**config.mk**
```make
export PLATFORM = sky130hd
export DESIGN_NAME = instruction_fetch_unit
export DESIGN_NICKNAME = d
export VERILOG_FILES = /design/src/rtl/fetch_pkg.sv /design/src/rtl/program_counter.sv /design/src/rtl/instruction_fetch_unit.sv
export SDC_FILE = /design/constraint.sdc
export NUM_CORES = 1
export LEC_CHECK = 0
export CAP_MARGIN = 20
export CORE_AREA = 3 3 88 56
export CTS_CLUSTER_SIZE = 16
export DETAILED_ROUTE_END_ITERATION = 12
export DIE_AREA = 0 0 91 59
export HOLD_SLACK_MARGIN = 0.02
export PLACE_DENSITY_LB_ADDON = 0.12
export SYNTH_ARGS = -nofsm -noshare
export SYNTH_HDL_FRONTEND = slang
export SYNTH_SLANG_ARGS = --single-unit
```
**constraint.sdc**
```tcl
create_clock -name clk -period 4 [get_ports clk]
set_input_delay 0.8 -clock clk [delete_from_list [all_inputs] [get_ports clk]]
set_output_delay 0.8 -clock clk [all_outputs]
set_load 0.03 [all_outputs]
```
**src/rtl/fetch_pkg.sv**
```systemverilog
// Shared types and defaults for the instruction fetch unit and its program counter.
// Holds the fetch FSM state encoding plus reset/NOP constants.
package fetch_pkg;

    localparam int FETCH_ADDR_WIDTH = 16;
    localparam int FETCH_DATA_WIDTH = 16;

    localparam logic [FETCH_ADDR_WIDTH-1:0] FETCH_RESET_VECTOR = 16'h0000;
    localparam logic [FETCH_DATA_WIDTH-1:0] FETCH_NOP_OPCODE   = 16'h0000;

    typedef enum logic [1:0] {
        IDLE = 2'd0,
        WAIT = 2'd1,
        HOLD = 2'd2
    } fetch_state_t;

endpackage

```
**src/rtl/program_counter.sv**
```systemverilog
// Program counter: synchronous reset, load from a target or increment with wrap.
// One-cycle update on advance_i; no backpressure, the caller decides when to advance.
module program_counter
    import fetch_pkg::*;
#(
    parameter int                    ADDR_WIDTH   = FETCH_ADDR_WIDTH,
    parameter logic [ADDR_WIDTH-1:0] RESET_VECTOR = FETCH_RESET_VECTOR
) (
    input  logic                  clk,
    input  logic                  reset,
    input  logic                  advance_i,
    input  logic                  load_i,
    input  logic [ADDR_WIDTH-1:0] load_value_i,
    output logic [ADDR_WIDTH-1:0] pc_o
);

    logic [ADDR_WIDTH-1:0] pc_q;
    logic [ADDR_WIDTH-1:0] pc_d;

    // Increment relies on natural truncation for the all-ones to zero wrap.
    always_comb begin
        pc_d = pc_q;
        if (advance_i) begin
            pc_d = load_i ? load_value_i : pc_q + ADDR_WIDTH'(1);
        end
    end

    always_ff @(posedge clk) begin
        if (reset) begin
            pc_q <= RESET_VECTOR;
        end else begin
            pc_q <= pc_d;
        end
    end

    assign pc_o = pc_q;

endmodule

```
**src/rtl/instruction_fetch_unit.sv**
```systemverilog
// Fetch unit: reads program memory on the fetch strobe, holds the word in the IR until commit.
// Optional wait-state timeout with sticky fault under macro FETCH_TIMEOUT_EN.
module instruction_fetch_unit
    import fetch_pkg::*;
#(
    parameter int                    ADDR_WIDTH     = FETCH_ADDR_WIDTH,
    parameter int                    DATA_WIDTH     = FETCH_DATA_WIDTH,
    parameter logic [ADDR_WIDTH-1:0] RESET_VECTOR   = FETCH_RESET_VECTOR,
    parameter int                    TIMEOUT_CYCLES = 16,
    parameter logic [DATA_WIDTH-1:0] NOP_OPCODE     = FETCH_NOP_OPCODE
) (
    input  logic                  clk,
    input  logic                  reset,
    input  logic                  fetch,
    input  logic                  decode,
    input  logic                  execute,
    input  logic                  commit,
    input  logic                  pc_load,
    input  logic [ADDR_WIDTH-1:0] pc_load_value,
    output logic [ADDR_WIDTH-1:0] mem_addr,
    output logic                  mem_rd,
    input  logic [DATA_WIDTH-1:0] mem_rdata,
    input  logic                  mem_ready,
    output logic                  stall,
    output logic [DATA_WIDTH-1:0] instr,
    output logic                  instr_valid,
    output logic [ADDR_WIDTH-1:0] pc,
    output logic                  fetch_fault
);

    fetch_state_t          state_q, state_d;
    logic [DATA_WIDTH-1:0] instr_q, instr_d;
    logic                  instr_valid_q, instr_valid_d;
    logic                  pc_advance;

`ifdef FETCH_TIMEOUT_EN
    localparam int CNT_W = $clog2(TIMEOUT_CYCLES + 1);
    localparam logic [CNT_W-1:0] CNT_LAST = CNT_W'(TIMEOUT_CYCLES - 1);

    logic [CNT_W-1:0] wait_cnt_q, wait_cnt_d;
    logic             fault_q, fault_d;
`endif

    always_comb begin
        state_d       = state_q;
        instr_d       = instr_q;
        instr_valid_d = instr_valid_q;
        pc_advance    = 1'b0;
`ifdef FETCH_TIMEOUT_EN
        wait_cnt_d    = wait_cnt_q;
        fault_d       = fault_q;
`endif
        case (state_q)
            IDLE: begin
                if (fetch) begin
                    if (mem_ready) begin
                        instr_d       = mem_rdata;
                        instr_valid_d = 1'b1;
                        state_d       = HOLD;
                    end else begin
                        state_d = WAIT;
`ifdef FETCH_TIMEOUT_EN
                        wait_cnt_d = '0;
`endif
                    end
                end
            end
            WAIT: begin
                if (mem_ready) begin
                    instr_d       = mem_rdata;
                    instr_valid_d = 1'b1;
                    state_d       = HOLD;
                end
`ifdef FETCH_TIMEOUT_EN
                // The cycle that would make the count reach the limit retires the fetch as a NOP.
                else if (wait_cnt_q == CNT_LAST) begin
                    instr_d       = NOP_OPCODE;
                    instr_valid_d = 1'b1;
                    fault_d       = 1'b1;
                    state_d       = HOLD;
                end else begin
                    wait_cnt_d = wait_cnt_q + CNT_W'(1);
                end
`endif
            end
            HOLD: begin
                if (commit) begin
                    pc_advance    = 1'b1;
                    instr_valid_d = 1'b0;
                    state_d       = IDLE;
                end
            end
            default: state_d = IDLE;
        endcase
    end

    always_ff @(posedge clk) begin
        if (reset) begin
            state_q       <= IDLE;
            instr_q       <= '0;
            instr_valid_q <= 1'b0;
`ifdef FETCH_TIMEOUT_EN
            wait_cnt_q    <= '0;
            fault_q       <= 1'b0;
`endif
        end else begin
            state_q       <= state_d;
            instr_q       <= instr_d;
            instr_valid_q <= instr_valid_d;
`ifdef FETCH_TIMEOUT_EN
            wait_cnt_q    <= wait_cnt_d;
            fault_q       <= fault_d;
`endif
        end
    end

    program_counter #(
        .ADDR_WIDTH   (ADDR_WIDTH),
        .RESET_VECTOR (RESET_VECTOR)
    ) u_pc (
        .clk          (clk),
        .reset        (reset),
        .advance_i    (pc_advance),
        .load_i       (pc_load),
        .load_value_i (pc_load_value),
        .pc_o         (pc)
    );

    // Reset drops the request in the reset cycle itself, abandoning any pending read.
    assign mem_rd      = ~reset & (((state_q == IDLE) & fetch) | (state_q == WAIT));
    assign stall       = mem_rd & ~mem_ready;
    assign mem_addr    = pc;
    assign instr       = instr_q;
    assign instr_valid = instr_valid_q;

`ifdef FETCH_TIMEOUT_EN
    assign fetch_fault = fault_q;

    logic unused_ok;
    assign unused_ok = &{1'b0, decode, execute};
`else
    assign fetch_fault = 1'b0;

    logic unused_ok;
    assign unused_ok = &{1'b0, decode, execute, TIMEOUT_CYCLES[0]};
`endif

endmodule

```
==> impl_metrics.prom <==
# TYPE chip_impl_metric gauge
chip_impl_metric{name="post_drt_via_cell_ratio",unit=""} 5.364
chip_impl_metric{name="mappedNetlistNets",unit=""} 265
chip_impl_metric{name="cell_internal_power_dissipation",unit="mW"} 0.5956
chip_impl_info{name="critPathLaunchType",value="input pin"} 1
chip_impl_metric{name="p_total",unit="mW"} 0.8148
chip_impl_metric{name="post_layout_min_period",unit="ps"} 3242
chip_impl_metric{name="yosys_warnings",unit=""} 0
chip_impl_metric{name="antenna_found_initial",unit=""} 0
chip_impl_metric{name="remaining_drc_errors",unit=""} 0
chip_impl_metric{name="final.period_utilization",unit="%"} 81.04
chip_impl_info{name="root_buffer",value="sky130_fd_sc_hd__clkbuf_8"} 1
chip_impl_info{name="ys.flop_type",value="sky130_fd_sc_hd__dfxtp_1"} 1
chip_impl_metric{name="clock-skew-final",unit="ps"} 5.297
chip_impl_metric{name="floorplan.die_area",unit="mm2"} 0.005369
chip_impl_metric{name="layout-drive-gt1-share",unit="%"} 5.387
chip_impl_metric{name="drtAntennaViolNets",unit=""} 0
chip_impl_metric{name="timing.final.hold_violations",unit=""} 0
chip_impl_metric{name="deepest_clock_path_buffer_count",unit=""} 2
chip_impl_info{name="post-synth-top-count-cell",value="sky130_fd_sc_hd__nand2_1"} 1
chip_impl_info{name="worst_path_most_repeated_cell",value="sky130_fd_sc_hd__clkdlybuf4s50_1"} 1
chip_impl_metric{name="power_density",unit="mW/mm2"} 305.3
chip_impl_metric{name="hpwl",unit="um"} 3695
chip_impl_metric{name="fmax",unit="MHz"} 308.5
chip_impl_metric{name="floorplan.core_area",unit="mm2"} 0.004144
chip_impl_metric{name="power.net_switching",unit="mW"} 0.2191
chip_impl_info{name="critPathKind",value="input pin to output pin"} 1
chip_impl_info{name="cp_delay_by_family_top",value="buffers and inverters"} 1
chip_impl_info{name="status",value="finished clean"} 1
chip_impl_metric{name="route.detailed.wl_per_inst",unit="um"} 14.19
chip_impl_info{name="setup.worst_path.end_class",value="output pin"} 1
chip_impl_info{name="critPathSlowestCell",value="sky130_fd_sc_hd__clkdlybuf4s50_1"} 1
chip_impl_metric{name="synth_seq_cells",unit=""} 35
chip_impl_info{name="clock_tree_from_tritoncts",value="yes"} 1
chip_impl_metric{name="syn_inst",unit=""} 224
chip_impl_metric{name="initial_core_util",unit="%"} 42.12
chip_impl_metric{name="grt_pass1_wl",unit="um"} 8024
chip_impl_info{name="worst_setup_path_startpoint",value="reset"} 1
chip_impl_metric{name="drt_pass1_iterations",unit=""} 5
chip_impl_metric{name="async_reset_ff_share",unit="%"} 0
chip_impl_metric{name="power.share.combinational",unit="%"} 19.3
chip_impl_metric{name="gp_congestion",unit=""} 0.8362
chip_impl_metric{name="worst-path-max-fanout",unit=""} 13
chip_impl_metric{name="cp_data_required_time",unit="ps"} 3200
chip_impl_metric{name="total_leakage_power",unit="nW"} 0.9121
chip_impl_metric{name="area_growth",unit="%"} 52.90
chip_impl_metric{name="fp.dieH",unit="um"} 59
chip_impl_info{name="worstHoldPathType",value="register to register"} 1
chip_impl_metric{name="post_synth_num_cell_types",unit=""} 36
chip_impl_metric{name="worst_pin_slew",unit="ps"} 705.2
chip_impl_metric{name="slew_viol_final",unit=""} 0
chip_impl_metric{name="h-tree-depth",unit=""} 2
chip_impl_metric{name="seq_area_frac_synth",unit="%"} 40.14
chip_impl_info{name="yosysTopAreaCell",value="sky130_fd_sc_hd__dfxtp_1"} 1
chip_impl_info{name="worst_hold_startpoint",value="instr[5]$_SDFFE_PP0P_"} 1
chip_impl_metric{name="cts.repair.resized",unit=""} 0
chip_impl_metric{name="utilization",unit="%"} 64.40
chip_impl_metric{name="critPathBufInv",unit=""} 2
chip_impl_metric{name="drt-total-wl",unit="um"} 5067
chip_impl_metric{name="via_count",unit=""} 1915
chip_impl_metric{name="synth_edf_count",unit=""} 0
chip_impl_info{name="critical_path.cell_chain",value="clkdlybuf4s50_1 -> nor3_1 -> clkdlybuf4s50_1"} 1
chip_impl_metric{name="detailedRoute.firstIterationViolations",unit=""} 89
chip_impl_metric{name="postCtsHoldBufs",unit=""} 0
chip_impl_metric{name="mappedNetlistArea",unit="mm2"} 0.001745
chip_impl_metric{name="max_stage_delay",unit="ps"} 730
chip_impl_metric{name="fillerInstances",unit=""} 393
chip_impl_metric{name="io_buffers",unit=""} 88
chip_impl_metric{name="syn_area_per_cell",unit="um2"} 7.792
chip_impl_metric{name="num_antenna_cells",unit=""} 0
chip_impl_metric{name="insertion_delay",unit="ps"} 290
chip_impl_metric{name="maximum_number_of_pins_on_one_net_before_global_route_repair",unit=""} 31
chip_impl_metric{name="maxSlewHeadroom",unit="%"} 52.99
chip_impl_metric{name="timing.setup.tns",unit="ps"} 0
chip_impl_metric{name="power_switching_share",unit="%"} 26.89
chip_impl_info{name="leading_post_synthesis_cells_by_cell_area",value="sky130_fd_sc_hd__dfxtp_1 40%, sky130_fd_sc_hd__nand2_1 8.4%, sky130_fd_sc_hd__a21oi_1 8.0%"} 1
chip_impl_metric{name="timing.final.setup_violations",unit=""} 0
chip_impl_metric{name="clk_pin_slew",unit="ps"} 70
chip_impl_metric{name="rows",unit=""} 18
chip_impl_metric{name="pin_count",unit=""} 92
chip_impl_metric{name="first_global_vias",unit=""} 1603
chip_impl_info{name="yosys-top-cells-count",value="39 x sky130_fd_sc_hd__nand2_1, 35 x sky130_fd_sc_hd__dfxtp_1, 28 x sky130_fd_sc_hd__a21oi_1"} 1
chip_impl_info{name="worstReg2RegStart",value="u_pc.pc_o[4]$_SDFFE_PP0P_"} 1
chip_impl_metric{name="global_route.overflow_total",unit=""} 0
chip_impl_info{name="grt_setup_unrepaired",value="no"} 1
chip_impl_metric{name="clock_sinks",unit=""} 35
chip_impl_metric{name="cap_viol_max_count",unit=""} 0
chip_impl_metric{name="post_cts.repair.setup_buffers",unit=""} 0
chip_impl_metric{name="power.ir.vdd_worst",unit="mV"} 0.1774
chip_impl_metric{name="grt.total_usage",unit="%"} 19.10
chip_impl_metric{name="synth_top_area_share",unit="%"} 40.14
chip_impl_metric{name="clock_power_share",unit="%"} 35.0
chip_impl_metric{name="fin_nets",unit=""} 337
chip_impl_metric{name="cts_buffers",unit=""} 5
chip_impl_metric{name="p_seq_share",unit="%"} 45.8
chip_impl_metric{name="cp_data_arrival_time",unit="ps"} 2440
chip_impl_metric{name="die_width",unit="um"} 91
==> through the flow <==
step | std cells | area, um2 | setup WS, ps | hold slack (ps)
2_1_floorplan | 224 | 1745 | 1514 | 558.5
3_3_place_gp | 348 | 2557 | 800.5 | 442.7
3_5_place_dp | 348 | 2557 | 716.1 | 446.3
4_1_cts | 356 | 2658 | 729.8 | 456.1
5_1_grt | 357 | 2669 | 687.0 | 471.5
6_report | 357 | 2669 | 758.3 | 452.3
==> power groups by stage <==
stage	clock network (mW)	logic, mW	registers, mW
after CTS	0.293	0.156	0.373
after global routing	0.300	0.169	0.375
final	0.285	0.157	0.373
after floorplan	0	0.0567	0.403
after global placement	0	0.154	0.380
after detailed placement	0	0.156	0.381
==> cell usage in the layout (no fill, tap or decap) <==
cell type,netlist,routed
sky130_fd_sc_hd__a211oi_1,1,1
sky130_fd_sc_hd__nor3_1,8,8
sky130_fd_sc_hd__o22ai_1,2,2
sky130_fd_sc_hd__nand4bb_1,1,1
sky130_fd_sc_hd__a21o_1,1,1
sky130_fd_sc_hd__nor4_1,4,4
sky130_fd_sc_hd__buf_4,17,3
sky130_fd_sc_hd__o21ai_0,15,15
sky130_fd_sc_hd__nor2_1,14,14
sky130_fd_sc_hd__a21oi_1,28,28
sky130_fd_sc_hd__conb_1,1,1
sky130_fd_sc_hd__clkbuf_1,9,1
sky130_fd_sc_hd__and4_2,1,1
sky130_fd_sc_hd__mux2i_1,1,1
sky130_fd_sc_hd__nand2b_1,1,1
sky130_fd_sc_hd__or3_1,2,2
sky130_fd_sc_hd__inv_1,6,6
sky130_fd_sc_hd__clkbuf_8,0,7
sky130_fd_sc_hd__buf_6,0,1
sky130_fd_sc_hd__nor2b_1,1,1
sky130_fd_sc_hd__nor3b_1,1,1
sky130_fd_sc_hd__o21bai_1,1,1
sky130_fd_sc_hd__a22oi_1,2,2
sky130_fd_sc_hd__nand4_1,3,3
sky130_fd_sc_hd__dfxtp_1,35,35
sky130_fd_sc_hd__or2_2,1,1
sky130_fd_sc_hd__o311a_2,1,1
sky130_fd_sc_hd__nand4_4,1,1
sky130_fd_sc_hd__a22o_1,1,1
sky130_fd_sc_hd__and4bb_2,1,1
sky130_fd_sc_hd__nand3_1,8,8
sky130_fd_sc_hd__o2bb2ai_1,7,7
sky130_fd_sc_hd__ha_1,1,1
sky130_fd_sc_hd__clkdlybuf4s50_1,0,88
sky130_fd_sc_hd__a32oi_1,4,4
sky130_fd_sc_hd__nand2_1,39,39
sky130_fd_sc_hd__or4_1,3,3
sky130_fd_sc_hd__nand4b_1,1,1
==> cell type report <==
class                      instances  area, um2  share of cell area, %
clock buffer                       8      100.1                  3.751
multi-input combinational        156      855.8                  32.07
tap                               60      75.07                  2.813
inverter                           6      22.52                 0.8439
sequential                        35      700.7                  26.25
timing repair buffer              92      914.6                  34.27
==> registers in the layout (all words and copies together) (netlist names) <==
signal and flops:
u_pc.pc_o 16, instr_valid 1, instr 16, state_q 2
==> worst min-delay path: stages, from the launching register on <==
cell and delay [ps]:
sky130_fd_sc_hd__dfxtp_1 310, sky130_fd_sc_hd__nand2_1 50, sky130_fd_sc_hd__a21oi_1 50
==> logic make-up (layout without fill, tap and decap cells) <==
group / Yosys count / count (layout) / synth area share, %
buf+inv: 33 / 106 / 10.82
compound gates: 63 / 63 / 21.86
simple gates: 90 / 90 / 25.66
flops: 35 / 35 / 40.14
other cells: 1 / 1 / 0.2148
mux: 1 / 1 / 0.5735
fa+ha+maj: 1 / 1 / 0.7167
==> worst paths after layout <==
check / endpoint / slack (ps) / depth (start not counted)
setup / recovery: stall / 760 / 3
setup reg to reg: u_pc.pc_o[13]$_SDFFE_PP0P_ / 1920 / 4
hold reg to reg: instr[5]$_SDFFE_PP0P_ / 450 / 2
hold / removal: instr[5]$_SDFFE_PP0P_ / 450 / 2
==> layer usage <==
metal	GRT usage [%]	routed length [um]
met5	0	0
met4	9.013	89
met3	5.076	451
met2	26.88	2093
met1	27.26	2433
Power figures use the tool's default switching activity.
